**config.mk**
```make
export PLATFORM = sky130hd
export DESIGN_NAME = spike_event_scheduler_flat
export DESIGN_NICKNAME = d
export VERILOG_FILES = /design/src/rtl/spike_event_scheduler_pkg.sv /design/src/rtl/spike_event_scheduler_if.sv /design/src/rtl/spike_event_scheduler_fifo.sv /design/src/rtl/spike_event_scheduler.sv /design/src/flat_wrapper.sv
export SDC_FILE = /design/constraint.sdc
export NUM_CORES = 1
export LEC_CHECK = 0
export CORE_MARGIN = 5
export CORE_UTILIZATION = 50
export DETAILED_ROUTE_END_ITERATION = 12
export HOLD_SLACK_MARGIN = 0.06
export PLACE_DENSITY_LB_ADDON = 0.1
export SYNTH_ARGS = -nofsm -noshare
export SYNTH_HDL_FRONTEND = slang
export SYNTH_HIERARCHICAL = 1
export SYNTH_SLANG_ARGS = --single-unit
```
**constraint.sdc**
```tcl
create_clock -name clk -period 7.4 [get_ports clk]
set_input_delay 1.48 -clock clk [delete_from_list [all_inputs] [get_ports clk]]
set_output_delay 1.48 -clock clk [all_outputs]
set_load 0.05 [all_outputs]
```
**src/rtl/spike_event_scheduler_pkg.sv**
```systemverilog
// Shared state/grant types and geometry helpers for the spike event scheduler.
package snn_sched_pkg;

    typedef enum logic {IDLE, WALK} sched_state_e;
    typedef enum logic {EXT, REC} grant_e;

    // Number of source rows held in the synapse SRAM.
    function automatic int unsigned num_src(input int unsigned nr_depth,
                                            input int unsigned sr_depth);
        return sr_depth / nr_depth;
    endfunction

    // External sources occupy the low rows; recurrent neurons sit above them.
    function automatic int unsigned n_ext(input int unsigned nr_depth,
                                          input int unsigned sr_depth);
        return num_src(nr_depth, sr_depth) - nr_depth;
    endfunction

    function automatic int unsigned src_width(input int unsigned nr_depth,
                                              input int unsigned sr_depth);
        return $clog2(num_src(nr_depth, sr_depth));
    endfunction

    function automatic int unsigned nr_width(input int unsigned nr_depth);
        return $clog2(nr_depth);
    endfunction

    function automatic int unsigned sr_width(input int unsigned sr_depth);
        return $clog2(sr_depth);
    endfunction

endpackage

```
**src/rtl/spike_event_scheduler_if.sv**
```systemverilog
// Spike request and synapse/neuron strobe bundle; master is the scheduler side.
interface spike_sched_if
    import snn_sched_pkg::*;
#(
    parameter int unsigned NR_DEPTH = 16,
    parameter int unsigned SR_DEPTH = 16384
);
    localparam int unsigned SRC_W = src_width(NR_DEPTH, SR_DEPTH);
    localparam int unsigned NR_W  = nr_width(NR_DEPTH);
    localparam int unsigned SR_W  = sr_width(SR_DEPTH);

    logic             input_occurred;
    logic [SRC_W-1:0] input_index;
    logic             input_ack;
    logic             fire_valid;
    logic [NR_W-1:0]  fire_index;
    logic             c_synapse_rd;
    logic [SR_W-1:0]  c_synapse_index;
    logic             c_neuron_we;
    logic [NR_W-1:0]  c_neuron_index;
    logic             c_input;

    modport master (
        input  input_occurred, input_index, fire_valid, fire_index,
        output input_ack, c_synapse_rd, c_synapse_index,
               c_neuron_we, c_neuron_index, c_input
    );

    modport slave (
        output input_occurred, input_index, fire_valid, fire_index,
        input  input_ack, c_synapse_rd, c_synapse_index,
               c_neuron_we, c_neuron_index, c_input
    );

endinterface

```
**src/rtl/spike_event_scheduler_fifo.sv**
```systemverilog
// Synchronous FIFO of fired-neuron indices; a pop frees room for a same-cycle push.
module spike_index_fifo #(
    parameter int unsigned WIDTH = 4,
    parameter int unsigned DEPTH = 16
) (
    input  logic             clk,
    input  logic             reset,
    input  logic             push_i,
    input  logic [WIDTH-1:0] data_i,
    input  logic             pop_i,
    output logic [WIDTH-1:0] data_o,
    output logic             empty_o,
    output logic             overflow_o
);
    localparam int unsigned PTR_W = $clog2(DEPTH);
    localparam int unsigned CNT_W = PTR_W + 1;

    logic [WIDTH-1:0] mem_q [DEPTH];
    logic [PTR_W-1:0] wr_ptr_q, wr_ptr_d;
    logic [PTR_W-1:0] rd_ptr_q, rd_ptr_d;
    logic [CNT_W-1:0] count_q, count_d;
    logic             full;
    logic             do_push;
    logic             do_pop;

    assign empty_o    = (count_q == '0);
    assign full       = (count_q == CNT_W'(DEPTH));
    assign do_pop     = pop_i && !empty_o;
    assign do_push    = push_i && (!full || do_pop) && !reset;
    assign overflow_o = push_i && full && !do_pop && !reset;
    assign data_o     = mem_q[rd_ptr_q];

    always_comb begin
        wr_ptr_d = wr_ptr_q;
        rd_ptr_d = rd_ptr_q;
        count_d  = count_q + CNT_W'(do_push) - CNT_W'(do_pop);
        if (do_push) wr_ptr_d = wr_ptr_q + PTR_W'(1);
        if (do_pop)  rd_ptr_d = rd_ptr_q + PTR_W'(1);
    end

    always_ff @(posedge clk) begin
        if (reset) begin
            wr_ptr_q <= '0;
            rd_ptr_q <= '0;
            count_q  <= '0;
        end else begin
            wr_ptr_q <= wr_ptr_d;
            rd_ptr_q <= rd_ptr_d;
            count_q  <= count_d;
        end
    end

    // Storage needs no reset; the count gates what is visible.
    always_ff @(posedge clk) begin
        if (do_push) mem_q[wr_ptr_q] <= data_i;
    end

endmodule

```
**src/rtl/spike_event_scheduler.sv**
```systemverilog
// Arbitrates external and recurrent spikes and walks one synapse row per granted event,
// emitting SRAM reads and latency-aligned neuron update strobes.
module spike_event_scheduler
    import snn_sched_pkg::*;
#(
    parameter int unsigned NR_DEPTH   = 16,
    parameter int unsigned SR_DEPTH   = 16384,
    parameter int unsigned SR_LATENCY = 1,
    parameter int unsigned FIFO_DEPTH = 16
) (
    input  logic          clk,
    input  logic          reset,
    input  logic          start,
    spike_sched_if.master bus,
    output logic          busy,
    output logic          fifo_overflow,
    output logic          index_error
);
    localparam int unsigned N_EXT = n_ext(NR_DEPTH, SR_DEPTH);
    localparam int unsigned SRC_W = src_width(NR_DEPTH, SR_DEPTH);
    localparam int unsigned NR_W  = nr_width(NR_DEPTH);
    localparam int unsigned SR_W  = sr_width(SR_DEPTH);

    sched_state_e     state_q, state_d;
    grant_e           last_grant_q, last_grant_d;
    logic [SRC_W-1:0] src_q, src_d;
    logic [NR_W-1:0]  n_q, n_d;
    logic             ext_q, ext_d;

    logic             grant_ext;
    logic             grant_rec;
    logic             fifo_pop;
    logic             fifo_empty;
    logic [NR_W-1:0]  fifo_head;
    logic             synapse_rd;

    logic [SR_LATENCY-1:0] dl_vld_q;
    logic [SR_LATENCY-1:0] dl_ext_q;
    logic [NR_W-1:0]       dl_idx_q [SR_LATENCY];

    spike_index_fifo #(
        .WIDTH (NR_W),
        .DEPTH (FIFO_DEPTH)
    ) u_rec_fifo (
        .clk        (clk),
        .reset      (reset),
        .push_i     (bus.fire_valid),
        .data_i     (bus.fire_index),
        .pop_i      (fifo_pop),
        .data_o     (fifo_head),
        .empty_o    (fifo_empty),
        .overflow_o (fifo_overflow)
    );

    // Grant selection and row walk sequencing.
    always_comb begin
        state_d       = state_q;
        last_grant_d  = last_grant_q;
        src_d         = src_q;
        n_d           = n_q;
        ext_d         = ext_q;
        grant_ext     = 1'b0;
        grant_rec     = 1'b0;
        fifo_pop      = 1'b0;
        bus.input_ack = 1'b0;
        index_error   = 1'b0;

        unique case (state_q)
            IDLE: begin
                if (start && !reset) begin
                    grant_ext = bus.input_occurred && (fifo_empty || last_grant_q == REC);
                    grant_rec = !fifo_empty && !grant_ext;
                end
                if (grant_ext) begin
                    bus.input_ack = 1'b1;
                    last_grant_d  = EXT;
                    if (bus.input_index >= SRC_W'(N_EXT)) begin
                        index_error = 1'b1;
                    end else begin
                        src_d   = bus.input_index;
                        ext_d   = 1'b1;
                        n_d     = '0;
                        state_d = WALK;
                    end
                end else if (grant_rec) begin
                    fifo_pop     = 1'b1;
                    last_grant_d = REC;
                    src_d        = SRC_W'(N_EXT) + SRC_W'(fifo_head);
                    ext_d        = 1'b0;
                    n_d          = '0;
                    state_d      = WALK;
                end
            end
            WALK: begin
                n_d = n_q + NR_W'(1);
                if (n_q == NR_W'(NR_DEPTH - 1)) begin
                    n_d     = '0;
                    state_d = IDLE;
                end
            end
            default: state_d = IDLE;
        endcase
    end

    always_ff @(posedge clk) begin
        if (reset) begin
            state_q      <= IDLE;
            last_grant_q <= REC;
            src_q        <= '0;
            n_q          <= '0;
            ext_q        <= 1'b0;
        end else begin
            state_q      <= state_d;
            last_grant_q <= last_grant_d;
            src_q        <= src_d;
            n_q          <= n_d;
            ext_q        <= ext_d;
        end
    end

    assign synapse_rd = (state_q == WALK);

    // Delay line aligning neuron strobes with SRAM read data; free-running across walks.
    always_ff @(posedge clk) begin
        if (reset) begin
            dl_vld_q <= '0;
            dl_ext_q <= '0;
            for (int i = 0; i < int'(SR_LATENCY); i++) dl_idx_q[i] <= '0;
        end else begin
            dl_vld_q[0] <= synapse_rd;
            dl_ext_q[0] <= synapse_rd & ext_q;
            dl_idx_q[0] <= synapse_rd ? n_q : '0;
            for (int i = 1; i < int'(SR_LATENCY); i++) begin
                dl_vld_q[i] <= dl_vld_q[i-1];
                dl_ext_q[i] <= dl_ext_q[i-1];
                dl_idx_q[i] <= dl_idx_q[i-1];
            end
        end
    end

    assign bus.c_synapse_rd    = synapse_rd;
    assign bus.c_synapse_index = synapse_rd ? SR_W'({src_q, n_q}) : '0;
    assign bus.c_neuron_we     = dl_vld_q[SR_LATENCY-1];
    assign bus.c_neuron_index  = dl_idx_q[SR_LATENCY-1];
    assign bus.c_input         = dl_ext_q[SR_LATENCY-1];
    assign busy                = synapse_rd | (|dl_vld_q);

endmodule

```
**src/flat_wrapper.sv**
```systemverilog
// flat-port wrapper written by rule: the top's interface ports become plain ports
module spike_event_scheduler_flat import snn_sched_pkg::*;
#(
    parameter int unsigned NR_DEPTH   = 16,
    parameter int unsigned SR_DEPTH   = 16384,
    parameter int unsigned SR_LATENCY = 1,
    parameter int unsigned FIFO_DEPTH = 16
)
  (clk, reset, start, busy, fifo_overflow, index_error, bus_input_occurred, bus_input_index, bus_fire_valid, bus_fire_index, bus_input_ack, bus_c_synapse_rd, bus_c_synapse_index, bus_c_neuron_we, bus_c_neuron_index, bus_c_input);
  spike_sched_if #(.NR_DEPTH(NR_DEPTH), .SR_DEPTH(SR_DEPTH)) bus_i ();
  input  logic clk;
  input  logic reset;
  input  logic start;
  output logic busy;
  output logic fifo_overflow;
  output logic index_error;
  input wire logic [$bits(bus_i.input_occurred)-1:0] bus_input_occurred;
  input wire logic [$bits(bus_i.input_index)-1:0] bus_input_index;
  input wire logic [$bits(bus_i.fire_valid)-1:0] bus_fire_valid;
  input wire logic [$bits(bus_i.fire_index)-1:0] bus_fire_index;
  output wire logic [$bits(bus_i.input_ack)-1:0] bus_input_ack;
  output wire logic [$bits(bus_i.c_synapse_rd)-1:0] bus_c_synapse_rd;
  output wire logic [$bits(bus_i.c_synapse_index)-1:0] bus_c_synapse_index;
  output wire logic [$bits(bus_i.c_neuron_we)-1:0] bus_c_neuron_we;
  output wire logic [$bits(bus_i.c_neuron_index)-1:0] bus_c_neuron_index;
  output wire logic [$bits(bus_i.c_input)-1:0] bus_c_input;
  assign bus_i.input_occurred = bus_input_occurred;
  assign bus_i.input_index = bus_input_index;
  assign bus_i.fire_valid = bus_fire_valid;
  assign bus_i.fire_index = bus_fire_index;
  assign bus_input_ack = bus_i.input_ack;
  assign bus_c_synapse_rd = bus_i.c_synapse_rd;
  assign bus_c_synapse_index = bus_i.c_synapse_index;
  assign bus_c_neuron_we = bus_i.c_neuron_we;
  assign bus_c_neuron_index = bus_i.c_neuron_index;
  assign bus_c_input = bus_i.c_input;
  spike_event_scheduler #(.NR_DEPTH(NR_DEPTH), .SR_DEPTH(SR_DEPTH), .SR_LATENCY(SR_LATENCY), .FIFO_DEPTH(FIFO_DEPTH)) u_core (.clk(clk), .reset(reset), .start(start), .bus(bus_i), .busy(busy), .fifo_overflow(fifo_overflow), .index_error(index_error));
endmodule
```
==> impl_results.md <==
* Status: completed
* CTS H-tree lvls at 3
* Sink Count at 104
* Total Power at 0.00128 W
* #FFs+latches synth at 104
* Syn_nets at 356
* Core Footprint at 0.00872 mm²
* Post-CTS Resized at 0
* Endpoint class of the critical path: output pin
* Post-synthesis cell type count at 49
* CP required at between 5 and 6 ns
* Reg2reg path depth at 18
* Vias/cell at 5.47
* PortBufs at 43
* Grt total ovfl at 0
* Global-route wire length before repair at 13900 µm
* Nets at 396
* Antenna violations before repair at 0
* Syn Inst Count at 324
* Post-synthesis sequential area ratio at 60.9%
* # rows at 34
* Clk root buf: clkbuf_8
* RSZ-0062 raised after global routing: no
* YS warnings at 6
* CTS max path bufs at 2
* Max frequency at between 150 and 200 MHz
* Final hold vios at 0
* Critical Path Fanout Max at 33
* Netlist Area Pre-Place at roughly 0.0045 mm²
* Dpl cells at 461
* Period utilization at 71.5%
* Fillers at 700
* Vias at 2611
* DIE WIDTH at between 100 and 150 µm
* Syn avg cell area at 13.8 µm²
* Clock Skew at 0.0160 ns
* Clk pin slew, worst setup/hold paths at 0.11 ns
* IO Count at 44
* Die Height at between 100 and 150 µm
* Slew @ Worst Pin at 1.06 ns
* Fin crit period at 5.29 ns
* Number of synthesized flops with an enable pin at 64
* Pwr per Cell Area at 248 mW/mm²
* WP data arrival at between 3 and 4 ns
* Starting Density at 51.3%
* GRT Total Usage at 15.9%
* Worst slew margin at ~29%
* Adder-Cell Fraction of Synth Area at under 10%
* Setup violators final at 0
* Post-DR wirelength/cell at 17.5 µm
* Setup Total Neg Slack at 0 ns
* Starting DRC count in detailed routing at 91
* Min-delay worst type: flip-flop to flip-flop
* Largest family of logic cells by synthesized area: simple AND/OR/NAND/NOR gates
* Hold_buf cts at 0
* Post-synthesis mux area share at 9.40%
* Vias in the first global route at 2627
* Post-DRT Antenna Nets at 0
* HPWL Detailed at 5980 µm
* Fraction of registers with async set/reset at 0%
* Final Non-Filler Cells at ~480
* Antenna cells at 0
* Most common flop cell mapped by yosys: edfxtp_1
* Max-Cap Viols at 0
* Static Leakage at roughly 1.8 nW
* Worst vdd ir at 0.147 mV
* Clk_lat worst skew at 0.36 ns
* Post-Synth XOR/XNOR Area at 1.57%
* CTS tree: built
* TritonCTS Buffers at 9
* Layout cells sized above 1 at a little over an eighth
* Post-synthesis simple-gate area fraction at a little over an eighth
* Startpoint Class: input port
* Synth Area in Compound Gates at 8.22%
* Setup bufs post-CTS at 0
* GP Congestion at 0.746
* Area Overhead vs Synth at 15.1%
* Total Die Area at ~0.011 mm²
* Final Max Tran Viols at 0
* WS Path Type: input port to output pin
* Final WL at 8340 µm
* Largest net degree at the start of global routing at 34
* DRC viols at 0
* Worst Hold Depth at 2
* First-pass detailed-route iteration total at 4
through the flow:
step	instance area [µm²]	setup slack [ns]	util (%)	hold slack (ns)
final	5150	2.11	59.1	0.483
after global routing	5150	1.89	59.1	0.518
after CTS	5150	2.09	59.1	0.482
after detailed placement	4960	2.10	56.9	0.464
after global placement	4960	2.17	56.9	0.471
after floorplan	4470	2.44	-	0.430
state kept, by name (all words and copies together) (netlist names), named ones only:
name                        count
u_core/bus.c_input              1
u_core/bus.c_neuron_we          1
u_core/bus.c_synapse_rd         1
u_core/dl_idx_q                 4
u_core/ext_q                    1
u_core/last_grant_q             1
u_core/n_q                      4
u_core/src_q                   10
u_core/u_rec_fifo/count_q       5
u_core/u_rec_fifo/mem_q        64
u_core/u_rec_fifo/rd_ptr_q      4
u_core/u_rec_fifo/wr_ptr_q      4
kinds of logic after synthesis:
kind of cell	after synthesis
multiplexers	22
buffers and inverters	28
XOR/XNOR	8
AO/OA/AOI/OAI	42
AND/OR/NAND/NOR	107
flip-flops	104
adder cells (fa/ha/maj)	13
worst max-delay path: stages:
cell and delay (ns):
clkdlybuf4s50_1 0.45, buf_4 0.27, nor3b_2 0.30, nand2_1 0.26, nor3_1 0.20, clkdlybuf4s50_1 0.84
metal layers:
metal,wire (µm),GRT usage [%],part of all wire [%]
met1,4190,24.0,50
met4,61,3.93,0.73
met5,0,0,0
met2,3660,23.0,44
met3,421,4.01,5.0
area by class of cell:
cell class | count | area, µm² | area share, %
clock buffers | 9 | 124 | 2.41
multi-input cells | 192 | 1610 | 31.3
inverters | 13 | 48.8 | 0.948
flip-flops and latches | 104 | 2720 | 52.9
well taps | 108 | 135 | 2.62
repair buffers | 44 | 438 | 8.50
clock inverters | 7 | 67.6 | 1.31
cells in the mapped netlist, types with 2 or more instances:
master | n | share of area [%]
a21o_1 | 3 | 0.50
mux2i_1 | 6 | 1.3
nor3_1 | 14 | 1.6
nand3_1 | 11 | 1.2
or3_1 | 2 | 0.28
inv_2 | 2 | 0.17
nand2b_1 | 7 | 0.98
buf_4 | 2 | 0.34
a22oi_1 | 4 | 0.67
xnor2_1 | 3 | 0.59
nand2_1 | 12 | 1.0
clkbuf_1 | 8 | 0.67
xor2_1 | 5 | 0.98
o211ai_1 | 3 | 0.50
o2111ai_1 | 2 | 0.39
inv_1 | 11 | 0.92
buf_6 | 3 | 0.75
nor4_1 | 5 | 0.70
nor2b_1 | 5 | 0.70
dfxtp_1 | 40 | 18
and3_1 | 2 | 0.28
nor2_1 | 21 | 1.8
a21oi_1 | 7 | 0.78
edfxtp_1 | 64 | 43
a221oi_2 | 4 | 1.3
and2_1 | 19 | 2.7
mux4_2 | 16 | 8.1
o221a_1 | 6 | 1.5
ha_1 | 12 | 3.4
o21ai_0 | 5 | 0.56
or2_2 | 2 | 0.28
cell usage in the layout (no fill, tap or decap), types with 4 or more instances in the layout:
cell / n
xor2_1: 5
mux2i_1: 6
inv_1: 11
o21ai_0: 5
nand2_1: 12
nor2b_1: 5
a22oi_1: 4
nor4_1: 5
and2_1: 19
a21oi_1: 7
edfxtp_1: 64
ha_1: 12
nand3_1: 11
clkbuf_8: 9
dfxtp_1: 40
a221oi_2: 4
nand2b_1: 7
nor2_1: 21
o221a_1: 6
clkdlybuf4s50_1: 43
nor3_1: 14
mux4_2: 16
inv_6: 4
power by group:
part | switching [W] | leakage [nW] | internal (W) | total (W)
Clock | 0.000208 | 0.0997 | 0.000132 | 0.000340
Combinational | 0.000148 | 0.754 | 0.000111 | 0.000259
Sequential | 0.0000309 | 0.902 | 0.000647 | 0.000678
Total | 0.000387 | 1.76 | 0.000889 | 0.00128
worst paths after layout:
kind	from	to	slack, ns
setup reg to reg	u_core/u_rec_fifo/count_q[2]	u_core/u_rec_fifo/count_q[4]	3.14
hold reg to reg	u_core/ext_q	u_core/ext_q	0.48
setup / recovery	reset	index_error	2.11
hold / removal	u_core/ext_q	u_core/ext_q	0.48
Note: power is estimated with default switching activity, not from simulation.
